<file path="src/rtl/mcpu_control_fsm.sv">
// Multicycle MIPS-style control unit: decodes IR opcode and sequences IF/ID/EXE/MEM/WB.
// Optional performance counters are enabled by defining MCPU_CTRL_PERFCNT_EN.
module mcpu_control_fsm #(
  parameter int OP_W    = 6,
  parameter int ALUOP_W = 3
) (
  input  logic               CLK,
  input  logic               Reset,
  input  logic [OP_W-1:0]    Opcode,
  input  logic               zero,
  output logic               PCWre,
  output logic [1:0]         PCSrc,
  output logic               IRWre,
  output logic               ExtSel,
  output logic               RegDst,
  output logic               RegWre,
  output logic               WrRegDSrc,
  output logic               ALUSrcB,
  output logic [ALUOP_W-1:0] ALUOp,
  output logic               mRD,
  output logic               mWR,
  output logic [2:0]         State
`ifdef MCPU_CTRL_PERFCNT_EN
  ,
  output logic [31:0]        CycleCount,
  output logic [31:0]        InstrCount
`endif
);

  localparam logic [OP_W-1:0] OP_ADD  = OP_W'(6'b000000);
  localparam logic [OP_W-1:0] OP_SUB  = OP_W'(6'b000001);
  localparam logic [OP_W-1:0] OP_ADDI = OP_W'(6'b000010);
  localparam logic [OP_W-1:0] OP_OR   = OP_W'(6'b010000);
  localparam logic [OP_W-1:0] OP_AND  = OP_W'(6'b010001);
  localparam logic [OP_W-1:0] OP_ORI  = OP_W'(6'b010010);
  localparam logic [OP_W-1:0] OP_SLT  = OP_W'(6'b100110);
  localparam logic [OP_W-1:0] OP_SW   = OP_W'(6'b110000);
  localparam logic [OP_W-1:0] OP_LW   = OP_W'(6'b110001);
  localparam logic [OP_W-1:0] OP_BEQ  = OP_W'(6'b110100);
  localparam logic [OP_W-1:0] OP_J    = OP_W'(6'b111000);
  localparam logic [OP_W-1:0] OP_HALT = OP_W'(6'b111111);

  typedef enum logic [2:0] {
    S_IF      = 3'b000,
    S_ID      = 3'b001,
    S_EXE_ALU = 3'b110,
    S_EXE_BR  = 3'b101,
    S_EXE_MEM = 3'b010,
    S_MEM     = 3'b011,
    S_WB_ALU  = 3'b111,
    S_WB_LW   = 3'b100
  } state_t;

  state_t state;
  logic   halted;
  logic   is_rtype, is_imm, is_mem, is_legal;

  function automatic logic [ALUOP_W-1:0] alu_op_of(input logic [OP_W-1:0] op);
    case (op)
      OP_SUB:        return ALUOP_W'(3'b001);
      OP_AND:        return ALUOP_W'(3'b010);
      OP_OR, OP_ORI: return ALUOP_W'(3'b011);
      OP_SLT:        return ALUOP_W'(3'b101);
      default:       return ALUOP_W'(3'b000);
    endcase
  endfunction

  always_comb begin
    is_rtype = (Opcode == OP_ADD) || (Opcode == OP_SUB) || (Opcode == OP_OR) ||
               (Opcode == OP_AND) || (Opcode == OP_SLT);
    is_imm   = (Opcode == OP_ADDI) || (Opcode == OP_ORI);
    is_mem   = (Opcode == OP_SW) || (Opcode == OP_LW);
    is_legal = is_rtype || is_imm || is_mem || (Opcode == OP_BEQ) ||
               (Opcode == OP_J) || (Opcode == OP_HALT);
  end

  // HALT is encoded as S_ID plus the halted flag; only Reset leaves it.
  always_ff @(posedge CLK) begin
    if (Reset) begin
      state  <= S_IF;
      halted <= 1'b0;
    end else if (!halted) begin
      case (state)
        S_IF: state <= S_ID;
        S_ID: begin
          if (Opcode == OP_J || !is_legal) state <= S_IF;
          else if (Opcode == OP_HALT)      halted <= 1'b1;
          else if (Opcode == OP_BEQ)       state <= S_EXE_BR;
          else if (is_mem)                 state <= S_EXE_MEM;
          else                             state <= S_EXE_ALU;
        end
        S_EXE_ALU: state <= S_WB_ALU;
        S_EXE_BR:  state <= S_IF;
        S_EXE_MEM: state <= S_MEM;
        S_MEM:     state <= (Opcode == OP_LW) ? S_WB_LW : S_IF;
        default:   state <= S_IF;
      endcase
    end
  end

  // ALU controls are held from EXE through WB so the ALU result stays stable.
  always_comb begin
    PCWre     = 1'b0;
    PCSrc     = 2'b00;
    IRWre     = 1'b0;
    ExtSel    = 1'b0;
    RegDst    = 1'b0;
    RegWre    = 1'b0;
    WrRegDSrc = 1'b0;
    ALUSrcB   = 1'b0;
    ALUOp     = '0;
    mRD       = 1'b0;
    mWR       = 1'b0;
    State     = 3'b000;
    if (!Reset) begin
      State = state;
      if (!halted) begin
        case (state)
          S_IF: IRWre = 1'b1;
          S_ID: begin
            if (Opcode == OP_J) begin
              PCWre = 1'b1;
              PCSrc = 2'b10;
            end else if (!is_legal) begin
              PCWre = 1'b1;
            end
          end
          S_EXE_ALU, S_WB_ALU: begin
            ALUOp   = alu_op_of(Opcode);
            ALUSrcB = is_imm;
            ExtSel  = (Opcode == OP_ADDI);
            if (state == S_WB_ALU) begin
              RegWre = 1'b1;
              RegDst = is_rtype;
              PCWre  = 1'b1;
            end
          end
          S_EXE_BR: begin
            ALUOp  = ALUOP_W'(3'b001);
            ExtSel = 1'b1;
            PCWre  = 1'b1;
            PCSrc  = zero ? 2'b01 : 2'b00;
          end
          S_EXE_MEM, S_MEM, S_WB_LW: begin
            ALUOp   = '0;
            ALUSrcB = 1'b1;
            ExtSel  = 1'b1;
            if (state == S_MEM) begin
              if (Opcode == OP_LW) begin
                mRD = 1'b1;
              end else begin
                mWR   = 1'b1;
                PCWre = 1'b1;
              end
            end
            if (state == S_WB_LW) begin
              RegWre    = 1'b1;
              WrRegDSrc = 1'b1;
              PCWre     = 1'b1;
            end
          end
          default: ;
        endcase
      end
    end
  end

`ifdef MCPU_CTRL_PERFCNT_EN
  always_ff @(posedge CLK) begin
    if (Reset) begin
      CycleCount <= 32'd0;
      InstrCount <= 32'd0;
    end else begin
      if (!halted) CycleCount <= CycleCount + 32'd1;
      if (PCWre)   InstrCount <= InstrCount + 32'd1;
    end
  end
`endif

endmodule
</file>
<file path="config.mk">
export PLATFORM = sky130hd
export DESIGN_NAME = mcpu_control_fsm
export DESIGN_NICKNAME = d
export VERILOG_FILES = /design/src/rtl/mcpu_control_fsm.sv
export SDC_FILE = /design/constraint.sdc
export NUM_CORES = 1
export LEC_CHECK = 0
export BUFFER_PORTS_ARGS = -buffer_cell sky130_fd_sc_hd__buf_2
export CORE_AREA = 3 3 40 42
export CTS_BUF_LIST = sky130_fd_sc_hd__clkbuf_8
export DETAILED_ROUTE_END_ITERATION = 16
export DIE_AREA = 0 0 43 45
export PLACE_DENSITY = 0.79
export SETUP_SLACK_MARGIN = 0.4
export SLEW_MARGIN = 20
export SYNTH_ARGS = -nofsm -noshare
export SYNTH_HDL_FRONTEND = slang
export SYNTH_SLANG_ARGS = --single-unit
</file>
<file path="constraint.sdc">
create_clock -name CLK -period 1.6 [get_ports CLK]
set_input_delay 0.16 -clock CLK [delete_from_list [all_inputs] [get_ports CLK]]
set_output_delay 0.16 -clock CLK [all_outputs]
set_load 0.1 [all_outputs]
</file>
==> flow_summary_export.csv, run 1 <==
group,metric,value,unit
synthesis,netlist_area,574.3,um2
clock_tree,cts_root_buf,"clkbuf_8",
clock_tree,cts-resized-gates,69,
clock_tree,cts-buffers-inserted,3,
synthesis,yosysWarnings,0,
synthesis,ys_ff_latch,4,
clock_tree,hold_buffers,0,
clock_tree,post-cts-setup-buffer-count,15,
run_status,stop_stage,"clock tree synthesis",
synthesis,syn-num-nets,104,
floorplanning,pin_count,26,
floorplanning,die_y,45,um
placed_design,dp_hpwl,2155,um
floorplanning,die_w,43,um
run_status,firstError,"[ERROR DPL-0038] Utilization greater than 100%, impossible to legalize",
placed_design,placed_cells,141,
floorplanning,start_util,44.69,%
synthesis,avgSynthCellArea,6.045,um2
run_status,status,"did not finish",
synthesis,ys_seq_area_share,13.94,%
clock_tree,htreeDepth,1,
floorplanning,rows,13,
placed_design,port_buffers,25,
placed_design,place_congestion,0.8950,
synthesis,yosysUniqueCellTypes,28,
clock_tree,clkSinkCount,4,
clock_tree,cts_buffer_depth,2,
synthesis,synth_cells,95,
[Yosys cell counts, drive strengths merged]
library cell	instances	area share (%)
nand3	10	8.7
a21o	1	1.3
clkbuf	3	2.0
nor3b	1	1.3
nand2b	2	2.2
or2	1	1.1
buf	3	2.6
nand2	8	5.2
nor4	2	2.2
a31oi	2	2.2
nand4b	1	1.5
o211a	2	3.5
a32oi	1	1.5
o21ai	6	5.2
and3	1	1.1
nor2	19	12
or3b	2	3.1
inv	1	0.65
nor2b	9	9.8
a211oi	2	3.5
o22ai	1	1.1
dfxtp	4	14
nor3	6	6.1
and3b	2	3.1
a21oi	4	3.5
nand3b	1	1.3
[per-stage QoR]
stage                     TNS [ns]  setup slack, ns  instance area (um2)
after detailed placement  -0.07024         -0.07024                 1224
after global placement           0          0.06036                 1224
after floorplan             -1.472          -0.2848                835.8
[cell families after synthesis]
family          count (synthesis)  share of synthesized area, %
simple gates                   65                         59.04
compound gates                 19                         21.79
buf+inv                         7                         5.227
flops                           4                         13.94
==> inputs of run 2 (changes only) <==
--- a/config.mk
+++ b/config.mk
@@ -6,12 +6,10 @@
 export NUM_CORES = 1
 export LEC_CHECK = 0
 export BUFFER_PORTS_ARGS = -buffer_cell sky130_fd_sc_hd__buf_2
-export CORE_AREA = 3 3 40 42
-export CTS_BUF_LIST = sky130_fd_sc_hd__clkbuf_8
+export CORE_AREA = 3 3 64 66
 export DETAILED_ROUTE_END_ITERATION = 16
-export DIE_AREA = 0 0 43 45
-export PLACE_DENSITY = 0.79
-export SETUP_SLACK_MARGIN = 0.4
+export DIE_AREA = 0 0 67 69
+export PLACE_DENSITY_LB_ADDON = 0.15
 export SLEW_MARGIN = 20
 export SYNTH_ARGS = -nofsm -noshare
 export SYNTH_HDL_FRONTEND = slang
==> run 2 against run 1 <==
Net effect:
- the flow now finishes without violations
- synthesized cell count is the same
- synthesized area is the same
==> flow_summary_export.csv, run 2 <==
group,metric,value,unit
synthesis,netlist_area,574.3,um2
timing,min_period,1.576,ns
grt,grt_usage,10.33,%
synthesis,synth.mux.area_fraction,0,%
synthesis,synth_edf_count,0,
synthesis,synth_top_area_cell,"dfxtp_1",
floorplanning,dieArea,4623,um2
route,drc_errors,0,
placed_design,port_buffers,25,
clock_tree,clkSinkCount,4,
placed_design,place_congestion,0.8508,
cells_and_area,nets,148,
timing,rsz0062_at_grt,"yes",
grt,grt_pass1_wl,3884,um
cells_and_area,largest_reg_flops,3,
cells_and_area,nFillCells,375,
floorplanning,rows,22,
timing,hold_viol,0,
grt,use_met2,16.92,%
cells_and_area,drive_gt1_share,59.12,%
clock_tree,hold_buffers,0,
cells_and_area,mostFrequentLayoutCells,"19 x buf_4, 18 x buf_12, 12 x nor2_1",
flow_run,max_cap_violations,0,
floorplanning,pin_count,26,
timing,finalSetupViolCount,0,
timing,fmax,0.6345,GHz
setup_path,cp_max_fo,6,
synthesis,synth_top_family_by_area,"simple AND/OR/NAND/NOR gates",
timing,slew-limit-headroom,80.17,%
synthesis,synth_cells,95,
cells_and_area,top_regs,"state: 3 flops, halted: 1 flops",
synthesis,ys_seq_area_share,13.94,%
clock_tree,cts-buffers-inserted,3,
synthesis,async_flop_share,0,%
route,vias,806,
route,avgViaCountPerCell,4.357,
synthesis,yosysMostFrequentCell,"nor2_1",
setup_path,worstPathRequired,1.44,ns
grt,grt-busiest-layer,"met2",
floorplanning,die_w,67,um
power,p_leak,0.5633,nW
floorplanning,die_y,69,um
synthesis,netlist_top_cells_area,"dfxtp_1 14%, nor2_1 12%, nor2b_1 9.8%, nand3_1 8.7%, o21ai_0 5.2%",
synthesis,yosysUniqueCellTypes,28,
synthesis,ys_ff_latch,4,
setup_path,cp-start-kind,"register",
grt,grt_max_degree,14,
synthesis,synthSimpleGateAreaFrac,59.04,%
synthesis,syn-num-nets,104,
timing,fin_skew,0.0008177,ns
run_status,status,"complete, no violations",
clock_tree,cts_tree,"done",
setup_path,arrival,1.42,ns
synthesis,synth-xor-area-share,0,%
placed_design,dp_hpwl,1766,um
clock_tree,clock_latency,0.22,ns
floorplanning,start_util,15.81,%
cells_and_area,regMostFlops,"state",
timing,worst_pin_slew,0.2952,ns
power,vdd_drop_max,0.1966,mV
route,drt_wl_total,2242,um
route,first_iter_violations,8,
grt,grt_util_met3,1.629,%
clock_tree,cts_root_buf,"clkbuf_8",
synthesis,synthAdderAreaFrac,0,%
grt,grt_pass1_vias,855,
power,p_total,0.6546,mW
power,power_density,453.7,nW/um2
clock_tree,clk_pin_slew,0.03,ns
setup_path,critPathKind,"reg -> out",
cells_and_area,antennaDiodeCount,0,
timing,post-route-period-util,98.50,%
setup_path,cp-end-kind,"output port",
synthesis,yosysTopAreaCellShare,13.94,%
synthesis,avgSynthCellArea,6.045,um2
clock_tree,htreeDepth,1,
floorplanning,core,3633,um2
cells_and_area,layout_commonest_cell,"buf_4",
clock_tree,cts_buffer_depth,2,
synthesis,yosysWarnings,0,
worst_hold_path,min_path_type,"in -> reg",
timing,holdWs,0.1913,ns
route,ant_nets,0,
route,wl_per_cell,12.12,um
grt,antenna_found_initial,0,
route,firstDrtPassIters,4,
synthesis,synth_common_cells,"19 x nor2_1, 10 x nand3_1, 9 x nor2b_1, 8 x nand2_1, 6 x o21ai_0",
cells_and_area,area_growth_syn_to_layout,151.2,%
grt,grt_use_met1,14.07,%
synthesis,synth_compound_gate_area_share,21.79,%
grt,grt_overflow_total,0,
timing,drv_slew,0,
synthesis,synthFlopType,"dfxtp_1",
==> run 2: power by group <==
part	total, mW	internal (mW)	leakage, nW	switching [mW]
logic	0.334	0.137	0.507	0.197
registers	0.109	0.105	0.0346	0.00451
clock network	0.212	0.160	0.0216	0.0513
==> run 2: cell families (layout without fill, tap and decap cells) <==
family                 Yosys count  count (layout)
AND/OR/NAND/NOR                 65              65
AO/OA/AOI/OAI                   19              19
buffers and inverters            7              49
flip-flops                       4               4
==> run 2: path summary, 6_finish.rpt <==
kind / startpoint / endpoint / slack (ns) / cells after the start
worst max register to register: state[1] / state[1] / 0.08 / 4
worst max-delay path: state[1] / PCSrc[1] / 0.02 / 3
worst min register to register: halted / halted / 0.58 / 2
worst min-delay path: Reset / state[0] / 0.19 / 2
==> run 2: critical path, cell delays in order, from the launching register on <==
cell	delay, ns
dfxtp_4	0.36
or3b_4	0.40
nor4_4	0.22
buf_12	0.22
==> run 2: per-layer routing <==
layer | routed length, um | part of all wire (%)
met5 | 0 | 0
met4 | 0 | 0
met3 | 54 | 2.4
met2 | 1151 | 51
met1 | 1036 | 46
==> run 2: repair_timing <==
action                                  in CTS  in global routing
gates resized for setup                      6                  7
pin swaps                                    7                  7
endpoints found under the setup margin       2                  9
endpoints found under the hold margin        0                  0
buffers inserted                             4                  0
==> run 2: metrics by stage <==
| stage | area [um2] | std cells | utilization [%] | setup slack, ns | setup TNS, ns |
|---|---|---|---|---|---|
| 3_5_place_dp | 1311 | 178 | 36.09 | -0.05024 | -0.05024 |
| 2_1_floorplan | 797.0 | 95 | - | -0.2850 | -1.540 |
| 6_report | 1443 | 185 | 39.70 | 0.02400 | 0 |
| 3_3_place_gp | 1311 | 178 | 36.09 | -0.009673 | -0.009673 |
| 4_1_cts | 1420 | 185 | 39.08 | -0.009639 | -0.01133 |
| 5_1_grt | 1443 | 185 | 39.70 | -0.01298 | -0.01298 |
==> run 2: final cells by class <==
type | instances | area, um2 | area share, %
clock buffers | 3 | 41.29 | 2.862
inverters | 1 | 3.754 | 0.2602
multi-input cells | 84 | 684.4 | 47.44
flip-flops and latches | 4 | 87.58 | 6.071
well taps | 48 | 60.06 | 4.163
repair buffers | 45 | 565.5 | 39.20
Note: power is estimated with default switching activity, not from simulation.
==> inputs of run 3 (changes only) <==
--- a/config.mk
+++ b/config.mk
@@ -6,6 +6,8 @@
 export NUM_CORES = 1
 export LEC_CHECK = 0
 export BUFFER_PORTS_ARGS = -buffer_cell sky130_fd_sc_hd__buf_2
+export CELL_PAD_IN_SITES_DETAIL_PLACEMENT = 2
+export CELL_PAD_IN_SITES_GLOBAL_PLACEMENT = 2
 export CORE_AREA = 3 3 64 66
 export DETAILED_ROUTE_END_ITERATION = 16
 export DIE_AREA = 0 0 67 69
==> run 3 against run 2 <==
Net effect:
- non-clock buffer count is 4 lower
- via count up 2.4%
- count of clock-buffer cells in the layout unchanged
- sequential share of layout area is 0.44 points higher
- cell count shrank 2.2%
- clock skew up 0.0020 ns
- global-route usage rose by 2.0 points
- routed wire length grew 16%
- setup slack worse by 0.021 ns
- utilization fell by 1.6 points
- critical path depth is the same
- die area is the same
- critical path type unchanged
- largest cell class unchanged
==> flow_summary_export.csv, run 3 (same netlist as run 2, synthesis figures left out) <==
group,metric,value,unit
placed_design,placed_cell_area,1274,um2
route,ant_nets,0,
clock_tree,cts-buffers-inserted,3,
cells_and_area,top_regs,"state: 3 flops, halted: 1 flops",
grt,grt_max_degree,12,
cells_and_area,nets,144,
placed_design,place_congestion,0.7487,
cells_and_area,area_growth_syn_to_layout,141.0,%
floorplanning,die_w,67,um
timing,fin_skew,0.002846,ns
worst_hold_path,worstHoldStart,"Reset",
clock_tree,htreeDepth,1,
floorplanning,pin_count,26,
route,vias,825,
floorplanning,die_y,69,um
grt,grt_pass1_vias,913,
setup_path,cp_slowest_stage_delay,0.42,ns
clock_tree,cts_root_buf,"clkbuf_8",
setup_path,cp-start-kind,"register",
timing,slew-limit-headroom,67.74,%
clock_tree,cts_buffer_depth,2,
setup_path,r2r_slack,0.14,ns
grt,grt_pass1_wl,4457,um
run_status,status,"complete, no violations",
cells_and_area,antennaDiodeCount,0,
route,drt_wl_total,2597,um
floorplanning,core,3633,um2
route,avgViaCountPerCell,4.558,
timing,hold_viol,0,
floorplanning,dieArea,4623,um2
timing,drv_slew,0,
clock_tree,hold_buffers,0,
timing,finalSetupViolCount,0,
route,firstDrtPassIters,2,
setup_path,worstPathRequired,1.44,ns
placed_design,port_buffers,25,
route,first_iter_violations,18,
clock_tree,clock_latency,0.22,ns
clock_tree,cts_tree,"done",
route,wl_per_cell,14.35,um
power,power_density,460.3,nW/um2
power,vdd_drop_max,0.3470,mV
floorplanning,start_util,15.81,%
grt,grt_usage,12.28,%
grt,antenna_found_initial,0,
timing,holdWs,0.3800,ns
cells_and_area,layout_commonest_cell,"buf_12",
setup_path,cp_cell_sequence,"or3b_4 -> nor4_4 -> buf_12",
setup_path,reg2reg_from,"state[1]",
cells_and_area,largest_reg_flops,3,
cells_and_area,nFillCells,409,
setup_path,critPathKind,"reg -> out",
timing,worst_pin_slew,0.4872,ns
clock_tree,clkSinkCount,4,
setup_path,worstSetupStartpoint,"state[1]",
cells_and_area,final_cell_area,1384,um2
setup_path,cp_max_fo,11,
worst_hold_path,min_path_type,"in -> reg",
timing,post-route-period-util,99.83,%
cells_and_area,mostFrequentLayoutCells,"17 x buf_12, 15 x buf_4, 13 x nor2_1",
cells_and_area,regMostFlops,"state",
grt,grt_overflow_total,0,
timing,fmax,0.6261,GHz
flow_run,max_cap_violations,0,
floorplanning,rows,22,
setup_path,slowest_stage,"or3b_4",
cells_and_area,drive_gt1_share,56.39,%
setup_path,arrival,1.44,ns
timing,rsz0062_at_grt,"yes",
power,p_leak,0.5339,nW
placed_design,dp_hpwl,2199,um
power,p_total,0.6369,mW
timing,min_period,1.597,ns
setup_path,cp-end-kind,"output port",
route,drc_errors,0,
clock_tree,clk_pin_slew,0.03,ns
[run 3: cell types whose count changed in the layout (fill, tap and decap cells not counted), sizes merged]
| cell | delta |
|---|---|
| buf | -4 |
[run 3: layer usage]
metal	up-vias	global-route usage (%)	part of all wire (%)
met5	-	0	0
met4	0	4.054	0.89
met3	4	0.6515	1.7
met2	10	21.18	56
met1	400	15.86	42
li1	411	-	-
[run 3: worst max-delay path: cells and delay by family, from the launching register on]
family / cells / cell delay (ns)
AND/OR/NAND/NOR: 2 / 0.63
buffers and inverters: 1 / 0.22
flip-flops: 1 / 0.37
[run 3: per-stage QoR]
stage	setup WS [ns]	cells	util (%)	setup TNS [ns]
global route	-0.05405	181	38.09	-0.2158
floorplan	-0.2850	95	-	-1.540
CTS	-0.02934	179	36.91	-0.02934
detailed placement	-0.003212	175	35.06	-0.003212
finish	0.002733	181	38.09	0
global placement	0.01551	175	35.06	0
[run 3: path summary, 6_finish.rpt]
check             cells after the start  endpoint
setup reg to reg                      5  state[2]
hold / removal                        3  state[0]
hold reg to reg                       2  state[0]
setup / recovery                      3  PCSrc[1]
[run 3: final cells by class]
class                      instances  area [um2]  share of cell area [%]
inverter                           1       3.754                  0.2712
timing repair buffer              41       520.5                   37.61
tap                               48       60.06                   4.340
clock buffer                       3       41.29                   2.984
multi-input combinational         84       668.1                   48.28
sequential                         4       90.09                   6.510
[run 3: power breakdown]
part	switching, mW	total [mW]	internal [mW]
combinational	0.188	0.315	0.126
sequential	0.00878	0.113	0.105
clock	0.0490	0.209	0.160
total	0.246	0.637	0.391
[run 3: what timing repair did]
action | CTS | global route
buffers inserted | 1 | 2
endpoints found under the setup margin | 7 | 10
gates resized for setup | 3 | 9
endpoints found under the hold margin | 0 | 0
pin swaps | 2 | 7
